===== src/rtl/rvsteel_gpio_pkg.sv =====
`default_nettype none
// ============================================================================
//  Module   : rvsteel_gpio_pkg
//  Purpose  : Shared definitions for the GPIO input conditioner: the arming
//             state encoding and the default debounce window.
//  Ports    : none (package)
//  Revision : 1.0 - initial release
// ============================================================================
package rvsteel_gpio_pkg;

    // 10 ms stability window at a 50 MHz clock.
    localparam int unsigned DEFAULT_DEBOUNCE_CYCLES = 500000;

    // Global arming state. SETTLE lets the debounced values converge after
    // reset without reporting the start-up transitions as events.
    typedef enum logic [0:0] {
        SETTLE = 1'b0,
        ARMED  = 1'b1
    } arm_state_e;

endpackage : rvsteel_gpio_pkg
`default_nettype wire


===== src/rtl/gpio_debounce.sv =====
`default_nettype none
// ============================================================================
//  Module   : gpio_debounce
//  Purpose  : One GPIO line: 2-flop synchronizer, stability counter and
//             debounced output register.
//  Ports    : clk_i         - clock, rising edge
//             rst_ni        - asynchronous active-low reset
//             pad_i         - raw pad value (asynchronous to clk_i)
//             stable_o      - debounced line value (registered)
//             stable_next_o - value stable_o takes on the next edge, so the
//                             parent can flag edges on the same clock edge
//  Revision : 1.0 - initial release
// ============================================================================
module gpio_debounce
    import rvsteel_gpio_pkg::*;
#(
    parameter int unsigned DEBOUNCE_CYCLES = DEFAULT_DEBOUNCE_CYCLES
) (
    input  logic clk_i,
    input  logic rst_ni,
    input  logic pad_i,
    output logic stable_o,
    output logic stable_next_o
);

    // Counter only needs to reach DEBOUNCE_CYCLES-1 before it clears, so
    // clog2(DEBOUNCE_CYCLES) bits hold every value it can take.
    localparam int unsigned     CNT_W    = $clog2(DEBOUNCE_CYCLES);
    localparam logic [CNT_W-1:0] CNT_LAST = CNT_W'(DEBOUNCE_CYCLES - 1);

    logic             sync1_q;
    logic             sync2_q;
    logic             stable_q;
    logic             stable_d;
    logic [CNT_W-1:0] cnt_q;
    logic [CNT_W-1:0] cnt_d;

    // Any cycle where the synchronized value agrees with the stable value
    // restarts the window; the counter clears on acceptance, so it never wraps.
    always_comb begin
        stable_d = stable_q;
        cnt_d    = '0;
        if (sync2_q != stable_q) begin
            if (cnt_q == CNT_LAST) begin
                stable_d = sync2_q;
            end else begin
                cnt_d = cnt_q + CNT_W'(1);
            end
        end
    end

    always_ff @(posedge clk_i or negedge rst_ni) begin
        if (!rst_ni) begin
            sync1_q  <= 1'b0;
            sync2_q  <= 1'b0;
            stable_q <= 1'b0;
            cnt_q    <= '0;
        end else begin
            sync1_q  <= pad_i;
            sync2_q  <= sync1_q;
            stable_q <= stable_d;
            cnt_q    <= cnt_d;
        end
    end

    assign stable_o      = stable_q;
    assign stable_next_o = stable_d;

endmodule : gpio_debounce
`default_nettype wire


===== src/rtl/gpio_input_conditioner.sv =====
`default_nettype none
// ============================================================================
//  Module   : gpio_input_conditioner
//  Purpose  : Debounces GPIO_WIDTH asynchronous input lines and raises sticky
//             per-line edge events once the debounced values have settled.
//  Ports    : clock        - clock, rising edge
//             reset        - asynchronous active-low reset
//             gpio_input   - raw pad values
//             gpio_oe      - 1 = line is an output, its events are ignored
//             rise_enable  - per-line rising-edge event enable
//             fall_enable  - per-line falling-edge event enable
//             irq_clear    - write-one-to-clear of pending flags
//             gpio_stable  - debounced line values
//             irq_pending  - sticky per-line event flags
//             irq          - OR of all pending flags
//  Revision : 1.0 - initial release
// ============================================================================
module gpio_input_conditioner
    import rvsteel_gpio_pkg::*;
#(
    parameter int unsigned GPIO_WIDTH      = 3,
    parameter int unsigned DEBOUNCE_CYCLES = DEFAULT_DEBOUNCE_CYCLES
) (
    input  logic                  clock,
    input  logic                  reset,
    input  logic [GPIO_WIDTH-1:0] gpio_input,
    input  logic [GPIO_WIDTH-1:0] gpio_oe,
    input  logic [GPIO_WIDTH-1:0] rise_enable,
    input  logic [GPIO_WIDTH-1:0] fall_enable,
    input  logic [GPIO_WIDTH-1:0] irq_clear,
    output logic [GPIO_WIDTH-1:0] gpio_stable,
    output logic [GPIO_WIDTH-1:0] irq_pending,
    output logic                  irq
);

    // Arming waits one full pad-to-stable latency so that lines sitting high
    // at reset release reach their value before events are reported.
    localparam int unsigned      ARM_W    = $clog2(DEBOUNCE_CYCLES + 2);
    localparam logic [ARM_W-1:0] ARM_LAST = ARM_W'(DEBOUNCE_CYCLES + 1);

    logic [GPIO_WIDTH-1:0] stable_next;
    logic [GPIO_WIDTH-1:0] rise_evt;
    logic [GPIO_WIDTH-1:0] fall_evt;
    logic [GPIO_WIDTH-1:0] pending_set;
    logic [GPIO_WIDTH-1:0] pending_q;
    logic [GPIO_WIDTH-1:0] pending_d;

    arm_state_e            state_q;
    arm_state_e            state_d;
    logic [ARM_W-1:0]      arm_cnt_q;
    logic [ARM_W-1:0]      arm_cnt_d;

    // ------------------------------------------------------------------
    // Per-line conditioning
    // ------------------------------------------------------------------
    for (genvar i = 0; i < GPIO_WIDTH; i++) begin : g_line
        gpio_debounce #(
            .DEBOUNCE_CYCLES (DEBOUNCE_CYCLES)
        ) u_debounce (
            .clk_i         (clock),
            .rst_ni        (reset),
            .pad_i         (gpio_input[i]),
            .stable_o      (gpio_stable[i]),
            .stable_next_o (stable_next[i])
        );
    end

    // ------------------------------------------------------------------
    // Arming FSM
    // ------------------------------------------------------------------
    always_comb begin
        state_d   = state_q;
        arm_cnt_d = arm_cnt_q;
        if (state_q == SETTLE) begin
            if (arm_cnt_q == ARM_LAST) begin
                state_d = ARMED;
            end else begin
                arm_cnt_d = arm_cnt_q + ARM_W'(1);
            end
        end
    end

    always_ff @(posedge clock or negedge reset) begin
        if (!reset) begin
            state_q   <= SETTLE;
            arm_cnt_q <= '0;
        end else begin
            state_q   <= state_d;
            arm_cnt_q <= arm_cnt_d;
        end
    end

    // ------------------------------------------------------------------
    // Pending flags
    // ------------------------------------------------------------------
    // Edges are detected from the debouncer's next value so a flag sets on
    // the same edge the stable value changes. Enables and gpio_oe only gate
    // new events; they never touch flags already set. Set wins over clear.
    always_comb begin
        rise_evt    = stable_next & ~gpio_stable;
        fall_evt    = ~stable_next & gpio_stable;
        pending_set = '0;
        if (state_q == ARMED) begin
            pending_set = ~gpio_oe & ((rise_evt & rise_enable) | (fall_evt & fall_enable));
        end
        pending_d = (pending_q & ~irq_clear) | pending_set;
    end

    always_ff @(posedge clock or negedge reset) begin
        if (!reset) begin
            pending_q <= '0;
        end else begin
            pending_q <= pending_d;
        end
    end

    assign irq_pending = pending_q;
    assign irq         = |pending_q;

endmodule : gpio_input_conditioner
`default_nettype wire


===== config.mk =====
export PLATFORM = sky130hd
export DESIGN_NAME = gpio_input_conditioner
export DESIGN_NICKNAME = d
export VERILOG_FILES = /design/src/rtl/rvsteel_gpio_pkg.sv /design/src/rtl/gpio_debounce.sv /design/src/rtl/gpio_input_conditioner.sv
export SDC_FILE = /design/constraint.sdc
export NUM_CORES = 1
export LEC_CHECK = 0
export CORE_MARGIN = 2
export CORE_UTILIZATION = 35
export CTS_CLUSTER_DIAMETER = 60
export DETAILED_ROUTE_END_ITERATION = 6
export PLACE_DENSITY = 0.54
export SETUP_SLACK_MARGIN = 0.05
export SLEW_MARGIN = 20
export SYNTH_ARGS = -nofsm -noshare
export SYNTH_HDL_FRONTEND = slang
export SYNTH_SLANG_ARGS = --single-unit

===== constraint.sdc =====
create_clock -name clock -period 2.7 [get_ports clock]
set_clock_uncertainty 0.2 [all_clocks]
set_input_delay 0.405 -clock clock [delete_from_list [all_inputs] [get_ports clock]]
set_output_delay 0.405 -clock clock [all_outputs]
set_load 0.01 [all_outputs]

==> run summary, run 1 <==
The number of nets produced by synthesis is 445, and the transition time at the pin with the least slew margin is 0.559 ns. The total of fill cells in the finished design came out at 1154. Timing analysis after detailed placement gives a worst setup slack of 0.342 ns. Summed over all layers, the routed wires come to 8570 um. Summed over all cells, the static leakage comes to 1.98 nW. The run finished with clean final reports. Post-synthesis average cell area: 10.2 um2. Tracing the worst setup path back leads to its startpoint at g_line[0].u_debounce.cnt_q[14]. TritonCTS built the clock tree. Fraction of the yosys area taken by sequential cells: 0.515. Worst path required time: 2.73 ns. The overall die height is 115 um.

The net switching share of the total power is 0.230. After floorplanning, the core was sized to cover 12000 um2. The repair_antennas step left the layout with diodes totalling 0. The peak clock frequency supported by timing is 422 MHz.

In the synthesized netlist, the number of instances is 423. Entering global routing, the biggest net connects 48 pins. The run gives 0 as the count of unresolved DRC violations after routing. The time the final worst path needs with I/O delays and setup is 2.37 ns, and the register-to-register setup slack is 0.33 ns. The fraction of the cycle the final worst path needs is 0.877, and the number of synthesized flops with an enable pin is 0.

After synthesis, the cell types taking the most area are sky130_fd_sc_hd__dfrtp_1 52%, sky130_fd_sc_hd__xnor2_1 9.7%, sky130_fd_sc_hd__nor2_1 5.5%. The remaining max-slew budget at the tightest pin was 0.624. After legalization and detailed placement, the total HPWL measured 5930 um. Row generation in the floorplan step produced 40 rows.

The largest driver fanout on the critical path came out at 5. By instance count, the leading cell after synthesis is sky130_fd_sc_hd__dfrtp_1. Power share of the combinational group: 0.037. The fraction of layout instances using a drive strength above 1 was 0.0739; the clock network fraction of total power was 0.450. The overall die area is 13200 um2, and the final-layout setup total negative slack is 0 ns.

The critical path is of the flop to flop type. For this run, the number of Yosys warnings is 0. The worst-case IR drop observed on VDD is 0.293 mV. In this run the worst hold path is classified as flop to flop. The analysis attributes to net switching a power of 0.610 mW.

The proportion of register bits with asynchronous set or reset after synthesis is 1.00, and the summed area of non-filler cells in the final layout is 5030 um2. For the placer's final routability congestion estimate, the log shows 0.836. The clock transition at the register clock pins on the worst setup and hold paths after CTS was 0.07 ns; the minimum setup slack in the final design was 0.333 ns. In this run the cell area measured after placement is 4740 um2. The area added between synthesis and finish was 16.5%; the starting density of the core was 0.360. Measured along the x axis, the die boundary spans 115 um. Element type at the critical path start: a flop.

The tools report the final count of negative-setup-slack endpoints as 0. The cell taking the most area after synthesis was sky130_fd_sc_hd__dfrtp_1. The worst register-to-register path ends at g_line[0].u_debounce.stable_o.

The total global routing track utilization was 0.146. Ranked by instance count, the synthesized netlist is headed by 89 x sky130_fd_sc_hd__dfrtp_1, 63 x sky130_fd_sc_hd__nor2_1, 48 x sky130_fd_sc_hd__xnor2_1. The proportion of netlist area held by the largest area contributor works out to 0.515.

For this run the aggregate overflow at the end of global routing stands at 0. STA puts the critical path data arrival time at 2.39 ns. Post-CTS repair changed the size of 0 cells. The number of input and output port buffers inserted is 23.

Measured in cells, the most critical reg-to-reg path has a length of 4. Type of destination of the critical path: a flop. The number of antenna violations at the first check in global routing was 0. The TritonCTS buffer count is 9, and the number of top-level pins is 24. The logs give 3100 for the via count of the first global-routing pass and 2.04 mW for the internal power.

The cell area that synthesis handed to floorplanning was 4320 um2. Dividing total power by cell area gives a power density of 528 nW/um2. The sequential cell fraction of total power came out at 0.514.

The logs give 0 for the final count of pins violating max slew and 2 for the number of buffers between clock root and the deepest sink. Critical path endpoint: g_line[0].u_debounce.stable_o. The routed layout has 3076 vias.

The number of sinks on the clock net was 89; the count of final hold-check violations was 0. Setup repair after global routing left no endpoint under its margin. The number of maximum-capacitance violations came out at 0. The total of flip-flops plus latches after synthesis works out to 89. Yosys mapped the design onto 42 distinct sky130hd cell types. For the count of H-tree levels built during CTS, the log shows 3.

Clock latency on the worst-skew pair, taken at its later pin, is 0.34 ns. In this run, the number of DRC markers left after iteration 0 of detailed routing was 107. The first global-routing pass estimated 15100 um of wire. Dividing the detail-routed wire length by the instance count gives 14.1 um.

The tree is rooted in a sky130_fd_sc_hd__clkbuf_16. The ratio of routed vias to standard cells is 5.07. The most used flip-flop cell after synthesis is sky130_fd_sc_hd__dfrtp_1. The worst register-to-register path begins at g_line[0].u_debounce.cnt_q[14]. The number of nets in the layout came out at 477.

The antenna violation net count after detailed routing came out at 0. The number of detailed-route iterations in the first pass is 6.
-- cell families after synthesis --
group / count (synthesis) / synth area share
compound gates: 23 / 0.0377
xor+xnor: 65 / 0.132
fa+ha+maj: 5 / 0.0145
buf+inv: 27 / 0.0281
flops: 89 / 0.515
mux: 8 / 0.0194
simple gates: 206 / 0.253
-- sequential cells by signal, indices dropped and copies added (netlist names) --
signal and count:
arm_cnt_q 19, irq_pending 3, g_line.u_debounce.stable_o 3, g_line.u_debounce.sync1_q 3, state_q 1, g_line.u_debounce.sync2_q 3, g_line.u_debounce.cnt_q 57
-- layout make-up --
type	instances	area [um2]	share of cell area
clock buffers	11	243	0.0482
clock inverters	5	41.3	0.00820
multi-input cells	307	1970	0.392
repair buffers	31	303	0.0602
inverters	17	63.8	0.0127
flip-flops and latches	89	2230	0.442
well taps	147	184	0.0365
-- per-layer routing --
metal | vias up | GRT usage | part of all wire
met4 | 0 | 0.0610 | 0.020
met1 | 1485 | 0.203 | 0.51
met3 | 11 | 0.0401 | 0.036
met5 | - | 0 | 0
met2 | 43 | 0.216 | 0.43
li1 | 1537 | - | -
-- worst min-delay path by stage --
stage | start | to | slack (ns) | cells past startpoint
2_1_floorplan | reset | arm_cnt_q[0] | -0.09 | 0
3_3_place_gp | g_line[2].u_debounce.sync1_q | g_line[2].u_debounce.sync2_q | 0.14 | 0
3_5_place_dp | g_line[1].u_debounce.sync1_q | g_line[1].u_debounce.sync2_q | 0.14 | 0
4_1_cts | g_line[1].u_debounce.sync1_q | g_line[1].u_debounce.sync2_q | 0.15 | 0
5_1_grt | g_line[1].u_debounce.sync1_q | g_line[1].u_debounce.sync2_q | 0.16 | 0
6_report | g_line[1].u_debounce.sync1_q | g_line[1].u_debounce.sync2_q | 0.15 | 0
-- what timing repair did --
item                                   CTS  global route
hold buffers                             1             0
endpoints found under the hold margin   42             0
buffers inserted                         0             0
-- power by group through the flow --
stage               clock network (mW)  registers, mW  logic [mW]
finish                            1.19           1.36      0.0974
global route                      1.29           1.37       0.113
CTS                               1.24           1.36       0.102
detailed placement                   0           1.39       0.101
global placement                     0           1.39      0.0997
floorplan                            0           1.39      0.0356
-- per-stage QoR --
stage	util	cells	hold slack, ns	total power, mW
2_1_floorplan	-	423	-0.0906	1.42
3_3_place_gp	0.395	590	0.137	1.49
3_5_place_dp	0.395	590	0.139	1.49
4_1_cts	0.419	607	0.154	2.70
5_1_grt	0.419	607	0.160	2.77
6_report	0.419	607	0.152	2.66
-- critical path, stage by stage, from the launching register on --
cell and delay [ns]:
sky130_fd_sc_hd__dfrtp_1 0.43, sky130_fd_sc_hd__or4_1 0.54, sky130_fd_sc_hd__or4_4 0.55, sky130_fd_sc_hd__nor2_2 0.18
sky130_fd_sc_hd__mux2_2 0.35
-- cells in the final DEF (no fill, tap or decap), types with 7 or more instances in the layout --
cell type                          n
sky130_fd_sc_hd__inv_1            17
sky130_fd_sc_hd__dfrtp_1          89
sky130_fd_sc_hd__clkdlybuf4s50_1  22
sky130_fd_sc_hd__nor3_1           17
sky130_fd_sc_hd__xor2_1           17
sky130_fd_sc_hd__nand4_1          20
sky130_fd_sc_hd__nor2_1           63
sky130_fd_sc_hd__nor4_1           18
sky130_fd_sc_hd__nand3b_1          7
sky130_fd_sc_hd__nand2_1          22
sky130_fd_sc_hd__xnor2_1          48
sky130_fd_sc_hd__clkbuf_16         9
sky130_fd_sc_hd__nand3_1          25
sky130_fd_sc_hd__buf_4             7
sky130_fd_sc_hd__o21ai_0          10
No activity file was read; power rests on OpenSTA's default activity.
==> run 2: changes to the inputs <==
CAP_MARGIN = 20   (was not set)
==> results of run 2 <==
Final layout, timing and power as in run 1 (identical DEF).
